**src/rtl/xbar_pkg.sv**
```systemverilog
// xbar_pkg: shared types and constants for the 2x2 request crossbar slave ports.
//   state_e     sequencer states IDLE -> REQ -> WAIT_RESP
//   CMD_RD/WR   command encoding on m*_cmd / s_cmd
//   ADDR_SEL_BIT address bit that selects the slave
//   ERR_RDATA   read data returned with m_err on a watchdog timeout
package xbar_pkg;
    typedef enum logic [1:0] {IDLE, REQ, WAIT_RESP} state_e;
    localparam logic CMD_RD = 1'b0;
    localparam logic CMD_WR = 1'b1;
    localparam int ADDR_SEL_BIT = 31;
    localparam logic [31:0] ERR_RDATA = 32'hDEAD_BEEF;
endpackage

```
**src/rtl/rr_pick2.sv**
```systemverilog
// rr_pick2: combinational 2-way round-robin pick.
//   eligible_i[1:0]  per-master eligibility
//   last_grant_i     index granted last; the other master wins a tie
//   gnt_valid_o      at least one master eligible
//   gnt_idx_o        index of the picked master
module rr_pick2 (
    input  logic [1:0] eligible_i,
    input  logic       last_grant_i,
    output logic       gnt_valid_o,
    output logic       gnt_idx_o
);
    assign gnt_valid_o = |eligible_i;
    assign gnt_idx_o   = &eligible_i ? ~last_grant_i : eligible_i[1];
endmodule

```
**src/rtl/xbar_slave_port_ctrl.sv**
```systemverilog
// xbar_slave_port_ctrl: per-slave sequencer arbitrating two masters onto one slave.
//   clk, reset                 rising-edge clock, async active-high reset
//   m{0,1}_req/cmd/addr/wdata  master requests; addr[31] selects the slave
//   m{0,1}_ack, m{0,1}_resp    one-cycle pulses back to the granted master
//   m_rdata, m_err             response data/error, valid with m*_resp
//   s_req/cmd/addr/wdata       request to the slave, held until s_ack
//   s_ack, s_resp, s_rdata     slave handshake and response data
// Optional watchdog: define XBAR_TIMEOUT_EN to abort a transaction after TIMEOUT_CYC cycles
// without s_ack/s_resp (m_err = 1, m_rdata = ERR_RDATA). Otherwise m_err is held at 0.
module xbar_slave_port_ctrl
    import xbar_pkg::*;
#(
    parameter logic SLAVE_ID    = 1'b0,
    parameter int   DATA_W      = 32,
    parameter int   TIMEOUT_CYC = 16
) (
    input  logic              clk,
    input  logic              reset,
    input  logic              m0_req,
    input  logic              m0_cmd,
    input  logic [31:0]       m0_addr,
    input  logic [DATA_W-1:0] m0_wdata,
    input  logic              m1_req,
    input  logic              m1_cmd,
    input  logic [31:0]       m1_addr,
    input  logic [DATA_W-1:0] m1_wdata,
    output logic              m0_ack,
    output logic              m1_ack,
    output logic              m0_resp,
    output logic              m1_resp,
    output logic [DATA_W-1:0] m_rdata,
    output logic              m_err,
    output logic              s_req,
    output logic              s_cmd,
    output logic [31:0]       s_addr,
    output logic [DATA_W-1:0] s_wdata,
    input  logic              s_ack,
    input  logic              s_resp,
    input  logic [DATA_W-1:0] s_rdata
);
    state_e            state_q, state_d;
    logic              last_q, last_d, gnt_q, gnt_d;
    logic              m0_ack_q, m0_ack_d, m1_ack_q, m1_ack_d;
    logic              m0_resp_q, m0_resp_d, m1_resp_q, m1_resp_d;
    logic [DATA_W-1:0] m_rdata_q, m_rdata_d;
    logic              m_err_q, m_err_d;
    logic              s_req_q, s_req_d, s_cmd_q, s_cmd_d;
    logic [31:0]       s_addr_q, s_addr_d;
    logic [DATA_W-1:0] s_wdata_q, s_wdata_d;
    logic [1:0]        eligible;
    logic              gnt_valid, gnt_idx, to_fire;

    // TIMEOUT_CYC needs at least one waiting cycle and must fit the 8-bit watchdog counter
    if (TIMEOUT_CYC < 2 || TIMEOUT_CYC > 256) begin : g_bad_timeout_cyc
    end

    assign eligible = {m1_req & (m1_addr[ADDR_SEL_BIT] == SLAVE_ID),
                       m0_req & (m0_addr[ADDR_SEL_BIT] == SLAVE_ID)};

    rr_pick2 u_pick (
        .eligible_i  (eligible),
        .last_grant_i(last_q),
        .gnt_valid_o (gnt_valid),
        .gnt_idx_o   (gnt_idx)
    );

`ifdef XBAR_TIMEOUT_EN
    logic [7:0] cnt_q, cnt_d;
    // restarts on every state change so REQ and WAIT_RESP each get a full budget
    assign cnt_d   = (state_d != state_q || state_q == IDLE) ? 8'd0 : cnt_q + 8'd1;
    assign to_fire = (state_q != IDLE) && (cnt_q == 8'(TIMEOUT_CYC - 1));
    always_ff @(posedge clk or posedge reset) begin
        if (reset) cnt_q <= '0;
        else       cnt_q <= cnt_d;
    end
`else
    assign to_fire = 1'b0;
`endif

    always_comb begin
        state_d   = state_q;
        last_d    = last_q;
        gnt_d     = gnt_q;
        m0_ack_d  = 1'b0;
        m1_ack_d  = 1'b0;
        m0_resp_d = 1'b0;
        m1_resp_d = 1'b0;
        m_rdata_d = m_rdata_q;
        m_err_d   = m_err_q;
        s_req_d   = s_req_q;
        s_cmd_d   = s_cmd_q;
        s_addr_d  = s_addr_q;
        s_wdata_d = s_wdata_q;
        case (state_q)
            IDLE: if (gnt_valid) begin
                state_d   = REQ;
                gnt_d     = gnt_idx;
                s_req_d   = 1'b1;
                s_cmd_d   = gnt_idx ? m1_cmd : m0_cmd;
                s_addr_d  = gnt_idx ? m1_addr : m0_addr;
                s_wdata_d = gnt_idx ? m1_wdata : m0_wdata;
            end
            // a simultaneous s_resp is deliberately dropped here: it is an ack only
            REQ: if (s_ack) begin
                state_d  = WAIT_RESP;
                s_req_d  = 1'b0;
                m0_ack_d = ~gnt_q;
                m1_ack_d = gnt_q;
            end else if (to_fire) begin
                state_d   = IDLE;
                s_req_d   = 1'b0;
                m0_resp_d = ~gnt_q;
                m1_resp_d = gnt_q;
                m_err_d   = 1'b1;
                m_rdata_d = DATA_W'(ERR_RDATA);
                last_d    = gnt_q;
            end
            WAIT_RESP: if (s_resp || to_fire) begin
                state_d   = IDLE;
                m0_resp_d = ~gnt_q;
                m1_resp_d = gnt_q;
                m_err_d   = ~s_resp;
                m_rdata_d = s_resp ? s_rdata : DATA_W'(ERR_RDATA);
                last_d    = gnt_q;
            end
            default: state_d = IDLE;
        endcase
    end

    always_ff @(posedge clk or posedge reset) begin
        if (reset) begin
            state_q   <= IDLE;
            last_q    <= 1'b1;
            gnt_q     <= 1'b0;
            m0_ack_q  <= 1'b0;
            m1_ack_q  <= 1'b0;
            m0_resp_q <= 1'b0;
            m1_resp_q <= 1'b0;
            m_rdata_q <= '0;
            m_err_q   <= 1'b0;
            s_req_q   <= 1'b0;
            s_cmd_q   <= 1'b0;
            s_addr_q  <= '0;
            s_wdata_q <= '0;
        end else begin
            state_q   <= state_d;
            last_q    <= last_d;
            gnt_q     <= gnt_d;
            m0_ack_q  <= m0_ack_d;
            m1_ack_q  <= m1_ack_d;
            m0_resp_q <= m0_resp_d;
            m1_resp_q <= m1_resp_d;
            m_rdata_q <= m_rdata_d;
            m_err_q   <= m_err_d;
            s_req_q   <= s_req_d;
            s_cmd_q   <= s_cmd_d;
            s_addr_q  <= s_addr_d;
            s_wdata_q <= s_wdata_d;
        end
    end

    assign m0_ack  = m0_ack_q;
    assign m1_ack  = m1_ack_q;
    assign m0_resp = m0_resp_q;
    assign m1_resp = m1_resp_q;
    assign m_rdata = m_rdata_q;
    assign m_err   = m_err_q;
    assign s_req   = s_req_q;
    assign s_cmd   = s_cmd_q;
    assign s_addr  = s_addr_q;
    assign s_wdata = s_wdata_q;
endmodule

```
**config.mk**
```make
export PLATFORM = sky130hd
export DESIGN_NAME = xbar_slave_port_ctrl
export DESIGN_NICKNAME = d
export VERILOG_FILES = /design/src/rtl/xbar_pkg.sv /design/src/rtl/rr_pick2.sv /design/src/rtl/xbar_slave_port_ctrl.sv
export SDC_FILE = /design/constraint.sdc
export NUM_CORES = 1
export LEC_CHECK = 0
export CAP_MARGIN = 5
export CORE_MARGIN = 2
export CORE_UTILIZATION = 39
export CTS_BUF_LIST = sky130_fd_sc_hd__clkbuf_8
export DETAILED_ROUTE_END_ITERATION = 8
export GPL_ROUTABILITY_DRIVEN = 1
export HOLD_SLACK_MARGIN = 0.15
export PLACE_DENSITY = 0.83
export SYNTH_ARGS = -nofsm -noshare
export SYNTH_HDL_FRONTEND = slang
export SYNTH_SLANG_ARGS = --single-unit
```
**constraint.sdc**
```tcl
create_clock -name clk -period 4.31 [get_ports clk]
set_input_delay 0.862 -clock clk [delete_from_list [all_inputs] [get_ports clk]]
set_output_delay 0.862 -clock clk [all_outputs]
set_load 0.01 [all_outputs]
```
==> impl_metrics.ini, run 1 <==
[cts]
cts_root_buf = clkbuf_8
post_cts_buffers = 0
cts_tree = built
clk_latency_ns = 0.38
clk_path_buf_depth = 2
cts_buffers = 9
htree_levels = 3
holdBufCountCts = 0
cts.sinks = 107
clkTransAtPathRegs_ns = 0.12
cts_resized = 0

[place]
dp.final_hpwl_mm = 10.0
portBuffers = 270
dp.cells = 842
finalWeightedCongestion = 0.918
place_ws_ns = 1.32

[drt]
wl_mm = 13.5
viasPerCell = 4.91
routedWlPerCell_um = 15.8
drt-pass1-iter-count = 5
dr_total_vias = 4211
drt_iter0_drc = 304
drc = 0
ant_nets = 0

[pwr]
p_leak_uw = 0.00311
p_per_area_nw_per_um2 = 606
total_power_uw = 4520
vdd_drop_max_mv = 0.350

[synthesis]
seq_area_frac_synth_pct = 59.7
yosys.area.top_type = dfrtp_1
syn-instance-count = 455
yosys-top-cells-area = dfrtp_1, nand2_1, a31oi_1, mux2_2, nor2_1
synth_top_area_share_pct = 59.1
synth_warnings = 0
post_synth_num_cell_types = 23
synth_nets = 623
synth_area_um2 = 4490
syn_avg_cell_area_um2 = 9.87
synth_seq_cells = 107

[floorplan]
dieWidth_um = 111
core_um2 = 11300
die_area_um2 = 12400
io_pins = 271
start_util_pct = 39.7
row_count = 39
die_y_um = 111

[min_path]
hold_path.class = flip-flop to flip-flop
hold_path_depth = 1

[grt]
grt_pass1_vias = 4207
antenna_found_initial = 0
grt_use_met3_pct = 6.45
use_met1_pct = 25.7
grt_max_degree = 93
busiest_layer = met2
track_usage_pct = 21.8
grt_overflow = 0
met2_usage_pct = 36.6
grt_pass1_wl_mm = 21.6

[timing]
post-route-period-util_pct = 61.3
clock_skew_ns = 0.0111
min_period_ns = 2.64
worst_pin_slew_ns = 1.21
slew_viol_final = 0
maxSlewHeadroom_pct = 19.1
fin_tns_setup_ns = 0
hold_viol_final = 0
max_freq_mhz = 378
setup_viol = 0
finalWorstSetupSlack_ns = 1.67
rsz0062_at_grt = no

[setup_path]
cp.arrival_ns = 2.94
cp.depth = 6
slowest_stage = and2_2
crit_path_start_kind = primary input
reg2reg_depth = 4
required_ns = 4.60
path_buf_inv = 2
rrSetupSlack_ns = 2.25
path_delay_family = simple AND/OR/NAND/NOR gates
worst_setup_path_end_kind = flip-flop
path_max_fanout = 33
crit_chain = clkdlybuf4s50_1, nor2b_1, and2_2, buf_4, nand2_1, a31oi_1
critPathKind = primary input to flip-flop
slowest_delay_ns = 0.61

[finish]
layout-drive-gt1-share_pct = 8.11
final_cell_count_no_fill = 858
fill_cells = 893
area_delta_synth_final_pct = 65.9
antenna_cells = 0
finalNetCount = 878

[outcome]
outcome = complete, no violations

[flow_run]
maxCapViolCount = 0
[placed cells by master (no fill, tap or decap)]
| master | Yosys | routed |
|---|---|---|
| a211oi_4 | 0 | 1 |
| and2_1 | 2 | 1 |
| a31oi_1 | 64 | 64 |
| o21ai_0 | 2 | 2 |
| clkbuf_8 | 0 | 9 |
| nand2b_1 | 2 | 2 |
| inv_8 | 0 | 3 |
| nand3b_1 | 2 | 2 |
| inv_4 | 0 | 1 |
| nand2_2 | 0 | 1 |
| o31ai_1 | 1 | 1 |
| a21o_1 | 1 | 1 |
| clkdlybuf4s50_1 | 0 | 270 |
| a21oi_1 | 2 | 2 |
| dfrtp_1 | 106 | 106 |
| a211oi_1 | 1 | 1 |
| nor2b_1 | 2 | 2 |
| nor2_1 | 69 | 69 |
| nand3_1 | 1 | 1 |
| buf_4 | 3 | 5 |
| inv_1 | 4 | 3 |
| dfstp_2 | 1 | 1 |
| nand2_1 | 131 | 130 |
| clkinv_8 | 0 | 1 |
| mux2_2 | 32 | 32 |
| inv_6 | 0 | 2 |
| and2_2 | 0 | 1 |
| clkinv_4 | 0 | 1 |
[synth_stat cells]
library cell / count
o21ai_0: 2
buf_6: 3
buf_1: 1
a21oi_1: 2
nand3b_1: 2
inv_1: 4
nand2b_1: 2
a21o_1: 1
dfstp_2: 1
nand2_1: 131
dfrtp_1: 106
nand3_1: 1
mux2_2: 32
a31oi_1: 64
and2_1: 2
a211oi_1: 1
clkbuf_1: 6
buf_2: 18
o31ai_1: 1
nor2_1: 69
buf_4: 3
nor2b_1: 2
a211oi_2: 1
[registers in the layout, indices dropped and copies added, names as in the netlist, 2 cells and up]
name	cells
m_rdata	32
s_addr	32
s_wdata	32
state_q	2
[where the power goes]
part / switching [µW] / total [µW] / internal (µW)
clock network: 390 / 622 / 233
logic: 895 / 2140 / 1250
registers: 268 / 1750 / 1480
total: 1550 / 4520 / 2960
[through the flow]
step / hold WS [ns] / utilization (%) / instance area, µm²
global route: 0.503 / 65.8 / 7450
finish: 0.470 / 65.8 / 7450
floorplan: 0.426 / - / 4490
global placement: 0.434 / 64.0 / 7250
detailed placement: 0.450 / 64.0 / 7250
CTS: 0.464 / 65.8 / 7450
[final timing paths]
check                                   startpoint                 endpoint
max in group asynchronous                    reset  m_rdata[11]$_DFFE_PP0P_
worst max-delay path                        m1_req  s_wdata[24]$_DFFE_PP0P_
worst min register to register   gnt_q$_DFFE_PP0P_        m0_resp$_DFF_PP0_
min in group asynchronous                    reset  s_wdata[18]$_DFFE_PP0P_
worst min-delay path             gnt_q$_DFFE_PP0P_        m0_resp$_DFF_PP0_
worst max register to register  last_q$_DFFE_PP1P_   s_wdata[0]$_DFFE_PP0P_
[worst reg2reg max path, stage by stage (launching register included)]
cell      delay, ns
dfstp_2        0.56
nand3b_1       0.12
nand2_2        0.88
nand2_1        0.18
a31oi_1        0.24
[kinds of logic after synthesis]
| logic type | after synthesis | synth area share, % |
|---|---|---|
| simple gates | 209 | 18.0 |
| flops | 107 | 59.7 |
| compound gates | 72 | 10.1 |
| buf+inv | 35 | 4.18 |
| mux | 32 | 8.02 |
[area by class of cell]
type                    count  area (µm²)  share of cell area (%)
clock inverters             7        76.3                    1.02
repair buffers            275        2740                    36.8
flip-flops and latches    107        2680                    36.0
well taps                 143         179                    2.40
multi-input cells         313        1640                    21.9
inverters                   4        17.5                   0.235
clock buffers               9         124                    1.66
[per-layer routing]
metal / vias to the layer above / wire length (µm)
met4: 0 / 474
li1: 2027 / -
met5: - / 0
met1: 1939 / 5370
met3: 32 / 1180
met2: 213 / 6500
Power figures use the tool's default switching activity.
==> inputs of run 2 (changes only) <==
clock period = 2.6 ns   (was 4.31 ns; I/O delays follow)
==> run 2 against run 1 <==
Net effect: via count rose by 1.3%; power rose by 68%; sequential cell count did not move; sequential share of layout area fell by 0.30 points; combinational power rose by 67%; final cell count rose by 0.12%; final area rose by 0.84%; clock power rose by 80%; global-route usage rose by 0.31 points; die area did not move; sequential power rose by 66%.
==> impl_metrics.ini, run 2 (synthesis results as in run 1) <==
[outcome]
outcome = complete, no violations

[drt]
ant_nets = 0
drt-pass1-iter-count = 5
viasPerCell = 4.96
wl_mm = 13.7
drc = 0
drt_iter0_drc = 309
routedWlPerCell_um = 16.0
dr_total_vias = 4264

[cts]
clk_path_buf_depth = 2
holdBufCountCts = 0
htree_levels = 3
clk_latency_ns = 0.37
cts_tree = built
post_cts_buffers = 0
cts_buffers = 9
clkTransAtPathRegs_ns = 0.10
cts_root_buf = clkbuf_8
cts_resized = 0
cts.sinks = 107

[grt]
track_usage_pct = 22.1
grt_pass1_wl_mm = 22.0
grt_overflow = 0
grt_pass1_vias = 4294
grt_max_degree = 132
antenna_found_initial = 0

[place]
post_dp_cell_area_um2 = 7300
finalWeightedCongestion = 0.833
dp.final_hpwl_mm = 10.1
portBuffers = 270

[timing]
hold_viol_final = 0
rsz0062_at_grt = no
slew_viol_final = 0
fin_tns_setup_ns = 0
clock_skew_ns = 0.0170
max_freq_mhz = 515
min_period_ns = 1.94
post-route-period-util_pct = 74.7
maxSlewHeadroom_pct = 61.1
setup_viol = 0
worst_pin_slew_ns = 0.583

[setup_path]
required_ns = 2.88
critPathKind = primary input to flip-flop
cp.arrival_ns = 2.23
path_max_fanout = 131
crit_chain = clkdlybuf4s50_1, nand2b_1, a211oi_4, buf_12, nor2_1, a31oi_1
slowest_delay_ns = 0.43
slowest_stage = clkdlybuf4s50_1
reg2reg_depth = 4
worst_setup_path_end_kind = flip-flop
crit_path_start_kind = primary input

[pwr]
p_int_uw = 5080
p_clk_share_pct = 14.7
p_leak_uw = 0.00313
switchingPower_uw = 2520
pwr-share-seq_pct = 38.1
comb_power_share_pct = 47.1
vdd_drop_max_mv = 0.581
p_per_area_nw_per_um2 = 1010
sw_frac_of_total_pct = 33.2

[min_path]
hold_path.class = flip-flop to flip-flop
hold_path_depth = 1

[finish]
fill_cells = 889
final_cell_area_um2 = 7510
mostFrequentLayoutCells = clkdlybuf4s50_1, nand2_1, dfrtp_1
multi_input_area_um2 = 1640
regArea_um2 = 2680
finalNetCount = 879
final_common_cell = clkdlybuf4s50_1
antenna_cells = 0
layout-drive-gt1-share_pct = 8.10
area_delta_synth_final_pct = 67.3

[floorplan]
die_area_um2 = 12400
die_y_um = 111
start_util_pct = 39.7
row_count = 39
io_pins = 271
dieWidth_um = 111
core_um2 = 11300

[flow_run]
maxCapViolCount = 0
## run 2: cell count changes in the layout (fill, tap and decap cells not counted), sizes merged
cell | before | now
buf | 5 | 6
clkinvlp | 0 | 3
inv | 9 | 5
bufinv | 0 | 2
clkinv | 2 | 1
## run 2: critical path: cells and delay by family
| family | cells | cell delay (ns) |
|---|---|---|
| AOI/OAI and AO/OA | 2 | 0.47 |
| buffers and inverters | 2 | 0.83 |
| and+or+nand+nor | 2 | 0.31 |
## run 2: cell type report
cell class	count	area share [%]
repair buffers	276	37.1
flip-flops and latches	107	35.7
multi-input cells	313	21.8
well taps	143	2.38
clock buffers	9	1.65
clock inverters	7	1.23
inverters	4	0.250
## run 2: layer usage
layer	vias to the layer above	track usage [%]	part of all wire [%]
met5	-	0	0
li1	2023	-	-
met3	25	5.80	8.0
met4	0	8.64	2.6
met1	2024	25.8	38
met2	192	39.1	51
## run 2: through the flow
stage	hold slack [ns]	setup WS, ns	util, %	total power, µW	cells
floorplan	0.426	0.793	-	4420	455
global placement	0.436	0.397	64.5	6380	843
detailed placement	0.447	0.319	64.5	6540	843
CTS	0.456	0.622	66.4	7660	859
global route	0.474	0.460	66.4	8050	859
finish	0.457	0.659	66.4	7610	859
## run 2: power by group through the flow
stage	registers, µW	clock network (µW)	logic [µW]
floorplan	3250	0	1170
global placement	2880	0	3500
detailed placement	2940	0	3610
CTS	2910	1130	3630
global route	3000	1190	3860
finish	2900	1120	3580
## run 2: final timing paths
path | startpoint | to | slack (ns)
worst max-delay path | m1_addr[31] | s_wdata[6]$_DFFE_PP0P_ | 0.66
worst min-delay path | gnt_q$_DFFE_PP0P_ | m0_ack$_DFF_PP0_ | 0.46
worst max register to register | state_q[0]$_DFFE_PP0P_ | s_wdata[6]$_DFFE_PP0P_ | 0.98
worst min register to register | gnt_q$_DFFE_PP0P_ | m0_ack$_DFF_PP0_ | 0.46
max in group asynchronous | reset | s_cmd$_DFFE_PP0P_ | 1.47
min in group asynchronous | reset | m_rdata[16]$_DFFE_PP0P_ | 0.67
==> inputs of run 3 (changes only) <==
clock period = 1.95 ns   (was 2.6 ns; I/O delays follow)
==> run 3 against run 2 <==
Net effect: final area up 1.8%; register-to-register slack worse by 0.51 ns; power up 34%; count of clock-buffer cells in the layout unchanged; via count down 0.47%; sequential cell count unchanged; clock skew down 0.0056 ns; global-route usage down 0.26 points; clock power up 24%; critical path type is now flip-flop to output port; highest routed layer unchanged.
==> impl_metrics.ini, run 3 (synthesis results as in run 1) <==
[drt]
dr_total_vias = 4244
wl_mm = 13.5
routedWlPerCell_um = 15.6
viasPerCell = 4.89
drt-pass1-iter-count = 5
drc = 0
drt_iter0_drc = 201
ant_nets = 0

[floorplan]
io_pins = 271
die_area_um2 = 12400
core_um2 = 11300
start_util_pct = 39.7
dieWidth_um = 111
row_count = 39
die_y_um = 111

[finish]
regArea_um2 = 2680
mostFrequentLayoutCells = clkdlybuf4s50_1, nand2_1, dfrtp_1
final_core_util_pct = 67.5
fill_cells = 879
layout-drive-gt1-share_pct = 9.38
antenna_cells = 0
multi_input_area_um2 = 1640
area_delta_synth_final_pct = 70.3
finalNetCount = 888
final_common_cell = clkdlybuf4s50_1

[pwr]
vdd_drop_max_mv = 0.757
total_power_uw = 10200
p_per_area_nw_per_um2 = 1330
p_leak_uw = 0.00320

[setup_path]
critPathKind = flip-flop to output port
slowest_stage = clkdlybuf4s50_1
rrSetupSlack_ns = 0.47
crit_chain = clkdlybuf4s50_1
rr_startpoint = state_q[0]$_DFFE_PP0P_
path_max_fanout = 2
path_delay_family = buffers and inverters
worstReg2RegEnd = s_addr[20]$_DFFE_PP0P_
slowest_delay_ns = 0.57
crit_path_start_kind = flip-flop
worst_setup_path_end_kind = output port
path_buf_inv = 1
required_ns = 1.56
cp.arrival_ns = 1.32
reg2reg_depth = 5

[cts]
clk_latency_ns = 0.37
cts_resized = 0
cts_buffers = 9
post_cts_buffers = 0
cts_root_buf = clkbuf_8
holdBufCountCts = 0
htree_levels = 3
cts_tree = built
clk_path_buf_depth = 2
clkTransAtPathRegs_ns = 0.10
cts.sinks = 107

[timing]
worst_pin_slew_ns = 0.293
maxSlewHeadroom_pct = 80.5
min_period_ns = 1.71
max_freq_mhz = 585
hold_viol_final = 0
setup_viol = 0
fin_tns_setup_ns = 0
clock_skew_ns = 0.0114
slew_viol_final = 0
rsz0062_at_grt = no
post-route-period-util_pct = 87.7

[grt]
grt_pass1_wl_mm = 21.7
grt_pass1_vias = 4383
grt_max_degree = 65
grt_overflow = 0
antenna_found_initial = 0
track_usage_pct = 21.9

[place]
finalWeightedCongestion = 0.864
portBuffers = 270
dp.final_hpwl_mm = 10.3

[min_path]
holdCritStartpoint = gnt_q$_DFFE_PP0P_
hold_path_depth = 1
min_to = m0_resp$_DFF_PP0_
hold_path.class = flip-flop to flip-flop

[outcome]
outcome = complete, no violations

[flow_run]
maxCapViolCount = 0
==> run 3: changes by cell type in the layout (fill, tap and decap cells not counted) <==
cell        change
buf_12          +6
buf_4           +3
clkinv_4        +3
clkinvlp_4      -2
inv_6           +2
bufinv_16       -1
clkinv_2        -1
inv_1           -1
==> run 3: cell type report <==
class / count / area share [%]
Timing Repair Buffer: 285 / 38.3
Sequential cell: 107 / 35.0
Multi-Input combinational cell: 313 / 21.4
Tap cell: 143 / 2.34
Clock buffer: 9 / 1.62
Clock inverter: 7 / 1.08
Inverter: 4 / 0.245
==> run 3: stage by stage <==
stage	instance area [µm²]	instances	setup slack (ns)	hold WS, ns
after detailed placement	7440	852	-0.0473	0.439
after floorplan	4490	455	0.273	0.426
after global routing	7650	868	0.175	0.468
final	7650	868	0.240	0.443
after global placement	7440	852	0.00578	0.438
after CTS	7650	868	0.208	0.445
==> run 3: worst max path at each step <==
stage                                       start                endpoint  slack, ns  cells after the start
final                     s_wdata[26]$_DFFE_PP0P_             s_wdata[26]       0.24                      1
after global routing            s_req$_DFFE_PP0P_                   s_req       0.17                      1
after CTS                 s_wdata[22]$_DFFE_PP0P_             s_wdata[22]       0.21                      1
after detailed placement              m1_addr[31]  s_addr[13]$_DFFE_PP0P_      -0.05                      7
after global placement                m1_addr[31]   s_addr[5]$_DFFE_PP0P_      0.006                      7
after floorplan                             reset       gnt_q$_DFFE_PP0P_       0.27                      1
==> run 3: power breakdown <==
| part | internal [µW] | switching, µW |
|---|---|---|
| registers | 3270 | 600 |
| clock network | 615 | 778 |
| logic | 2900 | 2010 |
==> run 3: per-layer routing <==
metal	GRT usage (%)	vias up	wire length, µm
met1	24.6	1979	5140
met2	39.6	193	6990
li1	-	2046	-
met5	0	-	0
met4	8.97	0	346
met3	5.58	26	1040
